<file path="config.mk">
export PLATFORM = sky130hd
export DESIGN_NAME = xif_copro_seq
export DESIGN_NICKNAME = d
export VERILOG_FILES = /design/src/rtl/xif_copro_seq.sv
export SDC_FILE = /design/constraint.sdc
export NUM_CORES = 1
export LEC_CHECK = 0
export CAP_MARGIN = 10
export CORE_MARGIN = 2
export CORE_UTILIZATION = 45
export CTS_CLUSTER_SIZE = 14
export DETAILED_ROUTE_END_ITERATION = 8
export PLACE_DENSITY = 0.74
export SLEW_MARGIN = 40
export SYNTH_ARGS = -nofsm -noshare
export SYNTH_HDL_FRONTEND = slang
export SYNTH_SLANG_ARGS = --single-unit
export TNS_END_PERCENT = 1
</file>
<file path="constraint.sdc">
create_clock -name clk_i -period 5.5 [get_ports clk_i]
set_clock_uncertainty 0.2 [all_clocks]
set_input_delay 1.1 -clock clk_i [delete_from_list [all_inputs] [get_ports clk_i]]
set_output_delay 1.1 -clock clk_i [all_outputs]
set_load 0.02 [all_outputs]
</file>
<file path="src/rtl/xif_copro_seq.sv">
// X-interface coprocessor model: accepts custom-0 instructions, holds them speculatively in an
// in-order circular queue, and retires committed entries after a fixed latency.
module xif_copro_seq #(
  parameter int unsigned DEPTH    = 4,
  parameter int unsigned ID_WIDTH = 4,
  parameter int unsigned X_NUM_RS = 3,
  parameter int unsigned LATENCY  = 2
) (
  input  logic                         clk_i,
  input  logic                         rst_i,
  input  logic                         issue_valid_i,
  output logic                         issue_ready_o,
  input  logic [31:0]                  issue_instr_i,
  input  logic [ID_WIDTH-1:0]          issue_id_i,
  input  logic [32*X_NUM_RS-1:0]       issue_rs_i,
  input  logic [X_NUM_RS-1:0]          issue_rs_valid_i,
  output logic                         issue_accept_o,
  output logic                         issue_writeback_o,
  input  logic                         commit_valid_i,
  input  logic [ID_WIDTH-1:0]          commit_id_i,
  input  logic                         commit_kill_i,
  output logic                         result_valid_o,
  input  logic                         result_ready_i,
  output logic [ID_WIDTH-1:0]          result_id_o,
  output logic [31:0]                  result_data_o,
  output logic [4:0]                   result_rd_o,
  output logic                         result_we_o,
  output logic [$clog2(DEPTH+1)-1:0]   outstanding_o,
  output logic                         err_o
);

  localparam int unsigned CW = $clog2(DEPTH + 1);
  localparam int unsigned PW = (DEPTH > 1) ? $clog2(DEPTH) : 1;
  localparam int unsigned LW = (LATENCY > 0) ? $clog2(LATENCY + 1) : 1;

  localparam logic [PW-1:0] LastPtr  = PW'(DEPTH - 1);
  localparam logic [LW-1:0] LatCnt   = LW'(LATENCY);
  localparam logic [CW-1:0] DepthCnt = CW'(DEPTH);
  localparam logic [6:0]    OpCustom0 = 7'b0001011;

  // Entry storage
  logic                r_vld  [DEPTH];
  logic [ID_WIDTH-1:0] r_id   [DEPTH];
  logic [4:0]          r_rd   [DEPTH];
  logic [31:0]         r_data [DEPTH];
  logic                r_com  [DEPTH];
  logic                r_kil  [DEPTH];
  logic [LW-1:0]       r_cnt  [DEPTH];

  logic [PW-1:0] r_head;
  logic [PW-1:0] r_tail;
  logic [CW-1:0] r_count;
  logic          r_err;

  logic [31:0]   w_rs1;
  logic [31:0]   w_rs2;
  logic [31:0]   w_rs3;
  logic [2:0]    w_funct3;
  logic [31:0]   w_result;
  logic          w_f3_ok;
  logic          w_legal;
  logic          w_dup;
  logic          w_chit;
  logic [PW-1:0] w_cidx;
  logic          w_copen;
  logic          w_ready;
  logic          w_hs;
  logic          w_accept;
  logic          w_cmt_old;
  logic          w_cmt_new;
  logic          w_err_set;
  logic          w_head_rdy;
  logic          w_pop;
  logic          w_push;
  logic [PW-1:0] w_head_nxt;
  logic [PW-1:0] w_tail_nxt;
  logic          w_unused;

  // Operand unpacking; a two-operand interface reads rs3 as zero
  assign w_rs1 = issue_rs_i[31:0];
  assign w_rs2 = issue_rs_i[63:32];

  generate
    if (X_NUM_RS >= 3) begin : g_rs3
      assign w_rs3 = issue_rs_i[95:64];
    end else begin : g_no_rs3
      assign w_rs3 = '0;
    end
  endgenerate

  assign w_funct3 = issue_instr_i[14:12];
  assign w_unused = ^issue_instr_i[31:15];

  always_comb begin
    w_result = '0;
    w_f3_ok  = 1'b0;
    case (w_funct3)
      3'b000: begin
        w_result = w_rs1 + w_rs2 + w_rs3;
        w_f3_ok  = 1'b1;
      end
      3'b001: begin
        w_result = w_rs1 ^ w_rs2 ^ w_rs3;
        w_f3_ok  = 1'b1;
      end
      3'b010: begin
        w_result = (w_rs1 < w_rs2) ? w_rs1 : w_rs2;
        w_f3_ok  = 1'b1;
      end
      default: begin
        w_result = '0;
        w_f3_ok  = 1'b0;
      end
    endcase
  end

  assign w_legal = (issue_instr_i[6:0] == OpCustom0) && w_f3_ok;

  // Ids are unique among valid entries, so at most one entry can match each lookup
  always_comb begin
    w_dup  = 1'b0;
    w_chit = 1'b0;
    w_cidx = '0;
    for (int i = 0; i < DEPTH; i++) begin
      if (r_vld[i] && (r_id[i] == issue_id_i)) begin
        w_dup = 1'b1;
      end
      if (r_vld[i] && (r_id[i] == commit_id_i)) begin
        w_chit = 1'b1;
        w_cidx = PW'(i);
      end
    end
  end

  assign w_copen  = !r_com[w_cidx] && !r_kil[w_cidx];

  assign w_ready  = (r_count < DepthCnt) && (&issue_rs_valid_i);
  assign w_hs     = issue_valid_i && w_ready && !rst_i;
  assign w_accept = w_hs && w_legal && !w_dup;
  assign w_push   = w_accept;

  // A commit for an id that is being issued this very cycle lands on the new entry
  assign w_cmt_old = commit_valid_i && w_chit && w_copen;
  assign w_cmt_new = commit_valid_i && !w_chit && w_accept && (issue_id_i == commit_id_i);
  assign w_err_set = (w_hs && w_legal && w_dup) ||
                     (commit_valid_i && !w_cmt_old && !w_cmt_new);

  assign w_head_rdy = r_vld[r_head] && r_com[r_head] && (r_cnt[r_head] == '0);
  assign w_pop      = r_vld[r_head] && (r_kil[r_head] || (w_head_rdy && result_ready_i));

  assign w_head_nxt = (r_head == LastPtr) ? '0 : r_head + PW'(1);
  assign w_tail_nxt = (r_tail == LastPtr) ? '0 : r_tail + PW'(1);

  always_ff @(posedge clk_i) begin
    if (rst_i) begin
      for (int i = 0; i < DEPTH; i++) begin
        r_vld[i]  <= 1'b0;
        r_id[i]   <= '0;
        r_rd[i]   <= '0;
        r_data[i] <= '0;
        r_com[i]  <= 1'b0;
        r_kil[i]  <= 1'b0;
        r_cnt[i]  <= '0;
      end
      r_head  <= '0;
      r_tail  <= '0;
      r_count <= '0;
      r_err   <= 1'b0;
    end else begin
      for (int i = 0; i < DEPTH; i++) begin
        if (r_vld[i] && r_com[i] && (r_cnt[i] != '0)) begin
          r_cnt[i] <= r_cnt[i] - LW'(1);
        end
      end

      if (w_cmt_old) begin
        if (commit_kill_i) begin
          r_kil[w_cidx] <= 1'b1;
        end else begin
          r_com[w_cidx] <= 1'b1;
          r_cnt[w_cidx] <= LatCnt;
        end
      end

      // The tail slot is always free when pushing, so it never collides with w_cidx
      if (w_push) begin
        r_vld[r_tail]  <= 1'b1;
        r_id[r_tail]   <= issue_id_i;
        r_rd[r_tail]   <= issue_instr_i[11:7];
        r_data[r_tail] <= w_result;
        r_com[r_tail]  <= w_cmt_new && !commit_kill_i;
        r_kil[r_tail]  <= w_cmt_new && commit_kill_i;
        r_cnt[r_tail]  <= LatCnt;
        r_tail         <= w_tail_nxt;
      end

      if (w_pop) begin
        r_vld[r_head] <= 1'b0;
        r_head        <= w_head_nxt;
      end

      r_count <= r_count + CW'(w_push) - CW'(w_pop);

      if (w_err_set) begin
        r_err <= 1'b1;
      end
    end
  end

  assign issue_ready_o     = w_ready;
  assign issue_accept_o    = w_accept;
  assign issue_writeback_o = w_accept;

  assign result_valid_o = w_head_rdy;
  assign result_we_o    = w_head_rdy;
  assign result_id_o    = w_head_rdy ? r_id[r_head]   : '0;
  assign result_data_o  = w_head_rdy ? r_data[r_head] : '0;
  assign result_rd_o    = w_head_rdy ? r_rd[r_head]   : '0;

  assign outstanding_o = r_count;
  assign err_o         = r_err;

endmodule

</file>
==> key figures <==
Timing
  • Max Clk Rate: 0.202 GHz
  • Final setup vio count: 0
  • RSZ-0062 raised after global routing: false
  • Final Hold Fails: 0
  • Slew Limit Fails: 0
  • Tmin final: 4.94 ns
  • Fin Setup TNS: 0 ns
  • Worst-Margin Slew: 0.731 ns
  • Max_slew headroom: 0.513
  • Final period utilization: 0.898

Yosys
  • FFs w/ async S/R, synth: 0
  • Syn Nets: 1,450
  • Post-Synth XOR/XNOR Area: 0.0443
  • Synth area leaders: edfxtp_1 (39%), ha_1 (7.2%), mux4_2 (7.1%), nor2_1 (5.6%), fa_1 (5.0%)
  • Synth warn: 0
  • Synth Area in Simple Gates: 0.149
  • Synth Area in Compound Gates: 0.115
  • Adder-cell area share of the yosys netlist: 0.122
  • EDFF count, synth: 172
  • Area leader, netlist: edfxtp_1
  • #FFs+latches synth: 194
  • Distinct cells, synth: 84
  • Avg Cell Area, Syn: 11.1 µm²
  • Cells after Synth: 1,196
  • Main combinational cell family by area after synthesis: simple AND/OR/NAND/NOR gates
  • Ys flop type: edfxtp_1
  • Top cell type's share of synthesized area: 0.390
  • Register area share after synthesis: 0.424
  • Area of the mapped netlist: 0.0132 mm²
  • Post-synthesis mux area share: 0.105

Floorplanning
  • Initial Util: 0.459
  • Chip width: 175 µm
  • Core footprint: 0.0289 mm²
  • Die Y: 175 µm
  • Die area: 0.0308 mm²
  • I/O pin count: 195
  • Row cnt: 62

Routing
  • Vias: 10,136
  • Vias per cell: 5.75
  • Residual DRC: 0
  • Drt initial violations: 1,010
  • Remaining antenna violation count: 0
  • DRT Pass-1 Iters: 8
  • Final WL: 34.5 mm
  • Routed WL per cell: 19.6 µm

Clocking
  • Root Buffer Master: clkbuf_16
  • H-tree depth: 4
  • Clk slew on worst S/H paths: 0.07 ns
  • Bufs on Longest Clock Path: 2
  • Clock sinks: 194
  • Skew-Pair Late Insertion Delay: 0.43 ns
  • CTS tree: yes
  • Total CTS buffers: 17
  • Post-CTS setup buffer count: 0
  • Post-CTS Hold Buffers: 0
  • PostCTS Resize Cnt: 0

Layout
  • Share of cells above drive strength 1: 0.125
  • Area growth syn-to-layout: 22.1%
  • Antenna diodes: 0
  • Final nets: 1,621
  • Cell area after layout: 0.0162 mm²
  • Fillcell total: 2,472

GRT
  • First-pass GRT wire length: 54.5 mm
  • Antenna violations before repair: 1
  • Total gr overflow: 0
  • Largest net degree at the start of global routing: 45
  • Total Routing Usage GR: 0.226
  • Number of global-route vias before repair: 10,372

Place
  • HPWL Detailed: 25.0 mm
  • # port buffers: 177
  • Post-Place Cell Area: 0.0156 mm²
  • RePlAce Congestion: 0.954

Setup path
  • Endpoint class of the critical path: primary output
  • Worst path arrival time: 3.64 ns
  • Worst endpoint required time: 4.20 ns
  • Max FO, Critical Path: 6
  • WS Path Type: in2out
  • Crit path launch type: input port

Power
  • Pwr Density: 240 mW/mm²
  • Leak Pwr: 6.02 nW
  • Worst vdd ir: 0.000164 V

Run status
  • Status: complete, no violations

Min path
  • Path type of the worst min-delay path: reg2reg

Flow run
  • Max-Cap Viols: 0
report_power, final:
group / internal (W) / switching [W]
Clock: 0.000650 / 0.000592
Sequential: 0.00164 / 0.0000169
Combinational: 0.000437 / 0.000543
Total: 0.00273 / 0.00115
cell type report:
cell class	instances	area [µm²]	area share
multi-input cells	872	7130	0.441
flip-flops and latches	194	5610	0.347
repair buffers	212	2090	0.129
well taps	384	480	0.0297
clock buffers	17	425	0.0263
inverters	70	263	0.0163
clock inverters	15	169	0.0105
cell families after synthesis:
family,Yosys count
and+or+nand+nor,412
AOI/OAI and AO/OA,204
DFF,194
buffers and inverters,130
adders and majority gates,109
muxes,80
xor gates and xnor gates,67
flip-flops by register name (all words and copies together) (netlist names), named ones only:
| name | flops |
|---|---|
| r_head | 2 |
| outstanding_o | 3 |
| r_rd | 20 |
| err_o | 1 |
| r_data | 128 |
| r_vld | 4 |
| r_id | 16 |
| r_kil | 4 |
| r_cnt | 8 |
| r_tail | 2 |
| r_com | 4 |
synth_stat cells (all sizes together), types with 7 or more instances:
cell type,instances
or3,8
a222oi,22
fa,33
nor3,13
nor4,8
a221oi,7
a22oi,7
inv,70
nor2b,7
a21oi,56
a21o,9
and3,12
nand2,63
xor2,37
and2,48
mux2,32
o21ai,35
dfxtp,22
clkbuf,41
nand3,19
ha,76
buf,19
nand2b,10
xnor2,30
edfxtp,172
mux4,42
a211oi,11
nor2,199
path summary, 6_finish.rpt:
check	slack (ns)	to	startpoint	depth (start not counted)
worst min-delay path	0.28	err_o	err_o	2
worst max-delay path	0.56	issue_writeback_o	issue_instr_i[12]	6
worst max register to register	1.88	outstanding_o[2]	flop	14
worst min register to register	0.28	err_o	err_o	2
metal layers:
metal | wire length, µm | vias up | global-route usage
li1 | - | 4717 | -
met1 | 15100 | 4947 | 0.306
met2 | 16600 | 414 | 0.377
met3 | 2100 | 58 | 0.0353
met4 | 773 | 0 | 0.0706
met5 | 0 | - | 0
cell usage in the layout, fill, tap and decap left out, drive strengths merged, types with 30 or more instances in the layout:
| master | netlist | routed |
|---|---|---|
| a21oi | 56 | 56 |
| and2 | 48 | 48 |
| buf | 19 | 35 |
| clkdlybuf4s50 | 0 | 177 |
| edfxtp | 172 | 172 |
| fa | 33 | 33 |
| ha | 76 | 76 |
| inv | 70 | 77 |
| mux2 | 32 | 32 |
| mux4 | 42 | 42 |
| nand2 | 63 | 63 |
| nor2 | 199 | 199 |
| o21ai | 35 | 35 |
| xnor2 | 30 | 30 |
| xor2 | 37 | 37 |
critical path, stage by stage:
cell	delay, ns
clkdlybuf4s50_1	0.60
a211oi_1	0.66
and4_1	0.42
nand2_1	0.12
inv_2	0.12
clkdlybuf4s50_1	0.61
metrics by stage:
stage / total power, W / setup WS, ns / util / std cells / hold WS (ns)
after global placement: 0.00264 / 0.359 / 0.539 / 1732 / 0.255
final: 0.00388 / 0.560 / 0.560 / 1764 / 0.283
after detailed placement: 0.00266 / 0.259 / 0.539 / 1732 / 0.269
after CTS: 0.00388 / 0.602 / 0.560 / 1764 / 0.286
after global routing: 0.00404 / 0.425 / 0.560 / 1764 / 0.308
after floorplan: 0.00232 / 1.21 / - / 1196 / 0.290
Power figures use the tool's default switching activity.
